[config.mk]
export PLATFORM = sky130hd
export DESIGN_NAME = and_vector_sequencer
export DESIGN_NICKNAME = d
export VERILOG_FILES = /design/src/rtl/and_vector_sequencer.sv
export SDC_FILE = /design/constraint.sdc
export NUM_CORES = 1
export LEC_CHECK = 0
export BUFFER_PORTS_ARGS = -buffer_cell sky130_fd_sc_hd__buf_2
export CORE_ASPECT_RATIO = 1.4
export CORE_UTILIZATION = 30
export DETAILED_ROUTE_END_ITERATION = 8
export HOLD_SLACK_MARGIN = 0.15
export MAX_ROUTING_LAYER = met4
export PLACE_DENSITY_LB_ADDON = 0.15
export SLEW_MARGIN = 20
export SYNTH_ARGS = -nofsm -noshare
export SYNTH_HDL_FRONTEND = slang
export SYNTH_SLANG_ARGS = --single-unit
[constraint.sdc]
create_clock -name clk -period 4.5 [get_ports clk]
set_input_delay 0.9 -clock clk [delete_from_list [all_inputs] [get_ports clk]]
set_output_delay 0.9 -clock clk [all_outputs]
set_load 0.005 [all_outputs]
[src/rtl/and_vector_sequencer.sv]
// and_vector_sequencer: drives an 11-entry operand table into a two-lane AND
// system, waits SETTLE cycles, then compares y_0/y_1 against a&b.
// It counts mismatches, records the first failing index and reports pass/fail.
// Optional feature macro: AND_SEQ_STOP_ON_ERR_EN (end the run at the first mismatch).
module and_vector_sequencer #(
  parameter int unsigned SETTLE = 2
) (
  input  logic       clk,
  input  logic       rst_n,
  input  logic       start,
  input  logic       y_0,
  input  logic [2:0] y_1,
  output logic       a_0,
  output logic       b_0,
  output logic [2:0] a_1,
  output logic [2:0] b_1,
  output logic       busy,
  output logic       done,
  output logic       pass,
  output logic [3:0] err_count,
  output logic [3:0] err_idx
);

  typedef enum logic [2:0] {
    IDLE,
    DRIVE,
    WAIT,
    CHECK,
    DONE
  } state_t;

  localparam logic [3:0] LAST_IDX  = 4'd10;
  localparam logic [3:0] NO_ERR    = 4'hF;
  localparam logic [3:0] SETTLE_LD = 4'(SETTLE);

  state_t     state;
  logic [3:0] idx;
  logic [3:0] cnt;
  logic [7:0] vec;        // {a_0, b_0, a_1, b_1}
  logic       mismatch;
  logic       stop_now;

  // Operand table lookup for the current vector index
  always_comb begin
    vec = '0;
    unique case (idx)
      4'd0:    vec = {1'b0, 1'b0, 3'd0, 3'd0};
      4'd1:    vec = {1'b1, 1'b0, 3'd0, 3'd0};
      4'd2:    vec = {1'b1, 1'b1, 3'd0, 3'd0};
      4'd3:    vec = {1'b1, 1'b1, 3'd3, 3'd0};
      4'd4:    vec = {1'b1, 1'b1, 3'd3, 3'd1};
      4'd5:    vec = {1'b0, 1'b1, 3'd3, 3'd1};
      4'd6:    vec = {1'b0, 1'b1, 3'd1, 3'd3};
      4'd7:    vec = {1'b1, 1'b0, 3'd1, 3'd3};
      4'd8:    vec = {1'b1, 1'b0, 3'd0, 3'd3};
      4'd9:    vec = {1'b1, 1'b1, 3'd0, 3'd3};
      4'd10:   vec = {1'b1, 1'b0, 3'd0, 3'd3};
      default: vec = '0;
    endcase
  end

  // Compare sampled results against the operands still held in the registers
  always_comb begin
    mismatch = (y_0 != (a_0 & b_0)) || (y_1 != (a_1 & b_1));
`ifdef AND_SEQ_STOP_ON_ERR_EN
    stop_now = mismatch || (idx == LAST_IDX);
`else
    stop_now = (idx == LAST_IDX);
`endif
  end

  // Sequencer FSM with registered operands, status and result outputs
  always_ff @(posedge clk or negedge rst_n) begin
    if (!rst_n) begin
      state     <= IDLE;
      idx       <= '0;
      cnt       <= '0;
      a_0       <= 1'b0;
      b_0       <= 1'b0;
      a_1       <= '0;
      b_1       <= '0;
      busy      <= 1'b0;
      done      <= 1'b0;
      pass      <= 1'b0;
      err_count <= '0;
      err_idx   <= NO_ERR;
    end else begin
      unique case (state)
        IDLE: begin
          if (start) begin
            idx       <= '0;
            err_count <= '0;
            err_idx   <= NO_ERR;
            pass      <= 1'b0;
            busy      <= 1'b1;
            state     <= DRIVE;
          end
        end
        DRIVE: begin
          {a_0, b_0, a_1, b_1} <= vec;
          cnt   <= SETTLE_LD;
          state <= WAIT;
        end
        WAIT: begin
          cnt <= cnt - 4'd1;
          if (cnt <= 4'd1) state <= CHECK;
        end
        CHECK: begin
          if (mismatch) begin
            if (err_count != 4'hF) err_count <= err_count + 4'd1;
            if (err_idx == NO_ERR) err_idx <= idx;
          end
          if (stop_now) begin
            // pass is resolved here so it is valid alongside the done pulse
            pass  <= (err_count == 4'd0) && !mismatch;
            done  <= 1'b1;
            state <= DONE;
          end else begin
            idx   <= idx + 4'd1;
            state <= DRIVE;
          end
        end
        DONE: begin
          done  <= 1'b0;
          busy  <= 1'b0;
          a_0   <= 1'b0;
          b_0   <= 1'b0;
          a_1   <= '0;
          b_1   <= '0;
          state <= IDLE;
        end
        default: state <= IDLE;
      endcase
    end
  end

endmodule

# Yosys cells after proc, flatten, opt, wreduce, memory -nomap -nowiden
# Memory sizes are Yosys's and may differ from the RTL's.
# Cells that the tools add are included.
# totals
regBits,30
latch_bits,0
mem_bits_rw,0
romBits,96
inputBits,7
out_inout_bits,19
elab_cells,78
n_memories,1
# memory_table
name,depth,word_bits,read_ports,rd_clocked_by_memory_dff,wr,line,text
(no name shown),16,6,1,0,0,46,unique case (idx)
# op_classes
addsub,3
n_mul,0
div,0
order_cmp,1
eq_ne,16
n_shift,0
mux,26
n_bitwise,2
reduce_logical,17
# ops
op,count
one-hot mux 4 bit (2 select lines),4
2-to-1 mux 4 bit,7
"!= test 2 bit, second input constant",7
one-hot mux 3 bit (2 select lines),2
one-hot mux 3 bit (4 select lines),1
one-hot mux 1 bit (2 select lines),5
nonzero test 2 bit,5
2-to-1 mux 3 bit,3
"adder 4 x 1 -> 4 bit, second input constant",2
"== test 4 bit, second input constant",2
AND reduction 4 bit,2
"== test 3 x 2 -> 1 bit, second input constant",2
AND reduction 2 bit,3
AND reduction 3 bit,2
"less-or-equal comparator 4 x 1 -> 1 bit, second input constant",1
zero test 4 bit,1
2-to-1 mux 1 bit,4
"!= test 4 bit, second input constant",1
"subtractor 4 x 1 -> 4 bit, second input constant",1
bitwise AND 3 bit,1
"== test 3 x 1 -> 1 bit, second input constant",1
"== test 3 bit, second input constant",1
zero test 3 bit,1
!= test 3 bit,1
other kinds (5),5

# Depth between registers and ports, before layout
# logic_depth
ltp_word,7
ltp_mapped,7
ltp_nobuf,7

# Worst setup path before layout
# OpenSTA, ideal clock, no wires.
# synth_timing
path_kind,input to register
startpoint,input port y_0
endpoint,register err_count[0]
setup_ns,0.125
arrival_ns,1.796
required_time_ns,4.375
slack_ns,2.579
path_stages,4
n_path_buf,0
path_cell_list,and3_1 > o21bai_1 > o221a_2 > mux2_2
# synth_between
elab_chain_len,4
# synth_lines
element,line,text
start: declaration,11,"input logic y_0,"
!= test 1 bit,64,mismatch = (y_0 != (a_0 & b_0)) || (y_1 != (a_1 & b_1));
logical OR 1 bit,64,
!= test 2 bit (no source line),n/a,
AND reduction 4 bit (no source line),n/a,
end signal: assignment,110,if (err_count != 4'hF) err_count <= err_count + 4'd1;
end: declaration,20,"output logic [3:0] err_count,"
# No other way between the ends.
# A chain may end at the register's enable or synchronous reset.

# Worst setup path in the final report
# layout_timing
startpoint,register state[0]
endpoint,register idx[1]
# layout_between
elab_chain_len,3
word_cells_on_any_way,7
classes_between,3 x eq/ne; 1 x mux; 3 x reduce/logical
# layout_lines
element,line,text
start: declaration,36,state_t state;
start signal: assignment,75,state <= IDLE;
start signal: assignment,96,state <= DRIVE;
start signal: assignment,102,state <= WAIT;
== test 3 x 2 -> 1 bit or zero test 3 bit (tied branches),88,unique case (state)
!= test 2 bit (no source line) or nonzero test 2 bit (tied branches),n/a,
AND reduction 3 bit (no source line),n/a,
end signal: assignment,119,idx <= idx + 4'd1;
end: declaration,37,logic [3:0] idx;
# Several ways; a longest one is shown, not always the timed one.

==> results.md <==
- The number of hold violations in the final report is 0.
- The critical path is of the reg2reg type.
- For this run, global-route usage on met2 was measured as 0.2413.
- The number of hold buffers added after cts is 0.
- The portion of synthesized area spent on multiplexers is 0.02630.
- The total CTS buffers is 3.
- The routed design has 3794 um of wire.
- The initial cell density of the core is 0.3157.
- The die extent in x is 64.97 um.
- The most common cell after layout, fill and taps aside is sky130_fd_sc_hd__dfrtp_1.
- The average via count per standard cell is 5.378.
- The type of element capturing the critical path is a flip-flop.
- The number of design rule violations left after detail routing is 0.
- For this block, the initial DRC count from the detailed router was 53.
- The number of antenna diodes in the final layout is 0.
- The sequential cells in the finished layout cover a total of 705.7 sq um.
- The adder and majority cell fraction of the synthesized area is 0.07513.
- Of the total synthesized cell area, the portion taken by AND, OR, NAND and NOR gates is 0.1540.
- The total grt overflow is 0.
- At the end of routability-driven placement, the weighted congestion stood at 0.7852.
- By area the synthesized netlist is led by sky130_fd_sc_hd__dfrtp_1 36%, sky130_fd_sc_hd__ha_1 7.5%, sky130_fd_sc_hd__dfstp_2 6.3%.
- The number of max-capacitance violations reported is 0.
- TritonCTS built the clock tree.
- For this run, global-route usage on met3 was measured as 0.01523.
- Data on the critical path is required at its endpoint by 4670 ps.
- The longest clock path from root to sink contains 2 buffers.
- The synthesized area divided by synthesized cell count is 9.739 sq um.
- For this run, the slowest stage of the critical path takes 990 ps.
- The I/O pin count is 26.
- The cell taking the most area after synthesis is sky130_fd_sc_hd__dfrtp_1.
- Setup repair after global routing left no endpoint under its margin.
- In the finished design, the share of the clock period the worst path needs comes to 0.4845.
- The number of flip-flops and latches in the synthesized netlist is 28.
- The highest-utilization routing layer at the global route stage is met2.
- The final number of max-transition violations is 0.
- The number of gates resized after CTS was 0.
- Data on the critical path arrives at its endpoint at 2350 ps.
- The core occupancy in the finished layout is 0.3570.
- The critical path launch point type is a flip-flop.
- The row count is 31.
- Input and output buffers added on the ports amount to 23.
- At the pin with the least slew margin, the transition time is 1014 ps.
- The final total negative setup slack is 0 ps.
- Power spread over the standard cell area amounts to 568.7 nW/um^2.
- The share of the Yosys chip area taken by registers is 0.4237.
- The number of different library cells used by synthesis comes to 47.
- The clock drives 28 sinks.
- At the later pin of the worst-skew pair, clock insertion delay measures 270 ps.
- Yosys mapped a number of flops with a built-in enable equal to 0.
- The area share of the largest cell type after synthesis is 0.3606.
- In this run the static leakage power is 0.8224 nW.
- Entering global routing, the biggest net connects 29 pins.
- In the final layout, the share of cells above drive strength 1 is 0.2181.
- The via count of the first global-routing pass came to 1,312.
- Counting every instance in the synthesized netlist gives 171.
- The detailed-router iteration count before antenna repair is 4.
- The post-synthesis to final-layout area growth is 13.07%.
- The worst hold path belongs to the class reg2reg.
- The highest-delay cell along the critical path is sky130_fd_sc_hd__nor4b_2.
- The number of antenna violations at the first check in global routing is 0.
- Traced cell by cell, the critical path runs through nor4b_2 > a21oi_1 > a32o_1.
- Detailed placement finished with a half-perimeter wire length of 2760 um.
- The met1 usage is 0.1652.
- Once detail routing completed, the nets flagged for antenna violations numbered 0.
- Setup violations remaining at the end of the flow were counted as 0.
- The core region is 5275 sq um.
- The worst setup skew after layout is 2.764 ps.
- The headroom to the max-slew limit is 0.3224.
- Clock-pin slew was measured on the worst setup and hold paths at 100 ps.
- Summing all multi-input logic gate instances after layout gives 863.3 sq um.
- The total global routing track utilization is 0.1396.
- The post-synthesis async set-or-reset flop share is 1.000.
- The cell area that synthesis handed to floorplanning was 1665 sq um.
- The dominant combinational cell family by area after synthesis is compound AO/OA/AOI/OAI gates.
- The filler cells instantiated in the layout total 560.
- The count of cells in the finished layout, fillers not included, comes to 254.
- The most instantiated flip-flop cell in the synthesis netlist is sky130_fd_sc_hd__dfrtp_1.
- The warning count from the yosys run is 0.
- The floorplan step defined a die boundary enclosing 5857 sq um.
- In this run the vertical extent of the chip is 90.16 um.
- The CTS H-tree depth is 1.
- IR analysis of the VDD net gives a maximum drop of 0.3490 mV.
- The total number of vias is 1,366.
- The post-placement worst setup slack is 2104 ps.
- The number of nets in the layout is 206.
- The total power is 1.071 mW.
- Leaving out fill and tap cells, the most frequent cells in the layout are 24 x sky130_fd_sc_hd__dfrtp_1, 23 x sky130_fd_sc_hd__buf_2, 12 x sky130_fd_sc_hd__nand2_1.
- Including well taps, the total number of placed cells is 250.
- After layout, the minimum clock period comes to 2180 ps.
- Setup slack on the critical path of the routed design comes to 2320 ps.
- Derived from the worst setup path, the maximum achievable clock frequency is 458.6 MHz.
- Dividing the detail-routed wire length by the instance count gives 14.94 um.
- The cell sitting at the root of the clock tree is a sky130_fd_sc_hd__clkbuf_8.
- The worst register-to-register path has a setup slack of 2320 ps.
- The post-synthesis share of cell area spent on xor and xnor gates is 0.01052.
- The number of setup buffers added after CTS is 0.
- The first global-routing pass estimated 6182 um of wire.
- The complex-gate fraction of the synthesized area is 0.2479.
- The run finished with clean final reports.
- The top fanout value on the critical path is 24.
[area by class of cell]
cell class | count | area share
inverters | 12 | 0.02392
clock inverters | 1 | 0.01595
multi-input cells | 121 | 0.4585
well taps | 66 | 0.04385
repair buffers | 23 | 0.06113
clock buffers | 3 | 0.02193
flip-flops and latches | 28 | 0.3748
[cells in the mapped netlist, types with 2 or more instances]
cell,count
sky130_fd_sc_hd__a211oi_1,3
sky130_fd_sc_hd__a21bo_2,2
sky130_fd_sc_hd__a21o_1,2
sky130_fd_sc_hd__a21oi_1,10
sky130_fd_sc_hd__a22o_1,10
sky130_fd_sc_hd__a32o_1,3
sky130_fd_sc_hd__and4_1,3
sky130_fd_sc_hd__buf_2,2
sky130_fd_sc_hd__buf_4,3
sky130_fd_sc_hd__clkbuf_1,5
sky130_fd_sc_hd__dfrtp_1,24
sky130_fd_sc_hd__dfstp_2,4
sky130_fd_sc_hd__ha_1,10
sky130_fd_sc_hd__inv_1,11
sky130_fd_sc_hd__mux2_2,3
sky130_fd_sc_hd__nand2_1,12
sky130_fd_sc_hd__nand2b_1,2
sky130_fd_sc_hd__nand3_1,2
sky130_fd_sc_hd__nand3b_1,4
sky130_fd_sc_hd__nand4_1,3
sky130_fd_sc_hd__nor2_1,11
sky130_fd_sc_hd__nor3_1,4
sky130_fd_sc_hd__o21ai_0,9
sky130_fd_sc_hd__o22ai_1,2
sky130_fd_sc_hd__o32a_1,4
sky130_fd_sc_hd__o41ai_1,2
[metal layers]
| metal | vias up | routed length, um |
|---|---|---|
| met5 | - | 0 |
| met4 | 0 | 29 |
| met3 | 2 | 104 |
| met2 | 27 | 2032 |
| met1 | 676 | 1626 |
| li1 | 661 | - |
[through the flow]
step | cell area, sq um | hold slack [ps]
2_1_floorplan | 1669 | 489.3
3_3_place_gp | 1812 | 484.6
3_5_place_dp | 1812 | 496.4
4_1_cts | 1883 | 519.2
5_1_grt | 1883 | 547.6
6_report | 1883 | 515.2
[worst paths after layout]
path | from | endpoint | cells past startpoint
worst max register to register | state[0]$_DFFE_PN0P_ | idx[1]$_DFFE_PN0P_ | 3
worst max-delay path | state[0]$_DFFE_PN0P_ | idx[1]$_DFFE_PN0P_ | 3
min in group asynchronous | rst_n | b_1[0]$_DFFE_PN0P_ | 1
worst min-delay path | pass$_DFFE_PN0P_ | pass$_DFFE_PN0P_ | 1
worst min register to register | pass$_DFFE_PN0P_ | pass$_DFFE_PN0P_ | 1
max in group asynchronous | rst_n | pass$_DFFE_PN0P_ | 1
[state kept, by name, summed over array words and instances, names as in the netlist]
name	cells
err_idx	4
err_count	4
a_1	2
b_1	2
cnt	4
pass	1
state	3
done	1
idx	4
a_0	1
b_0	1
busy	1
[power breakdown]
| part | leakage (nW) | internal [mW] | switching [mW] |
|---|---|---|---|
| registers | 0.349 | 0.338 | 0.130 |
| clock network | 0.0357 | 0.119 | 0.0822 |
| logic | 0.438 | 0.202 | 0.200 |
| total | 0.822 | 0.659 | 0.412 |
[worst max-delay path: cells and delay by family, from the launching register on]
family / cells / cell delay [ps]
DFF: 1 / 670
AOI/OAI and AO/OA: 2 / 410
and+or+nand+nor: 1 / 990
[kinds of logic after synthesis]
group	Yosys count
AOI/OAI and AO/OA	56
buffers and inverters	23
muxes	4
and+or+nand+nor	47
DFF	28
adders and majority gates	10
other	1
xor gates and xnor gates	2
Power figures use the tool's default switching activity.
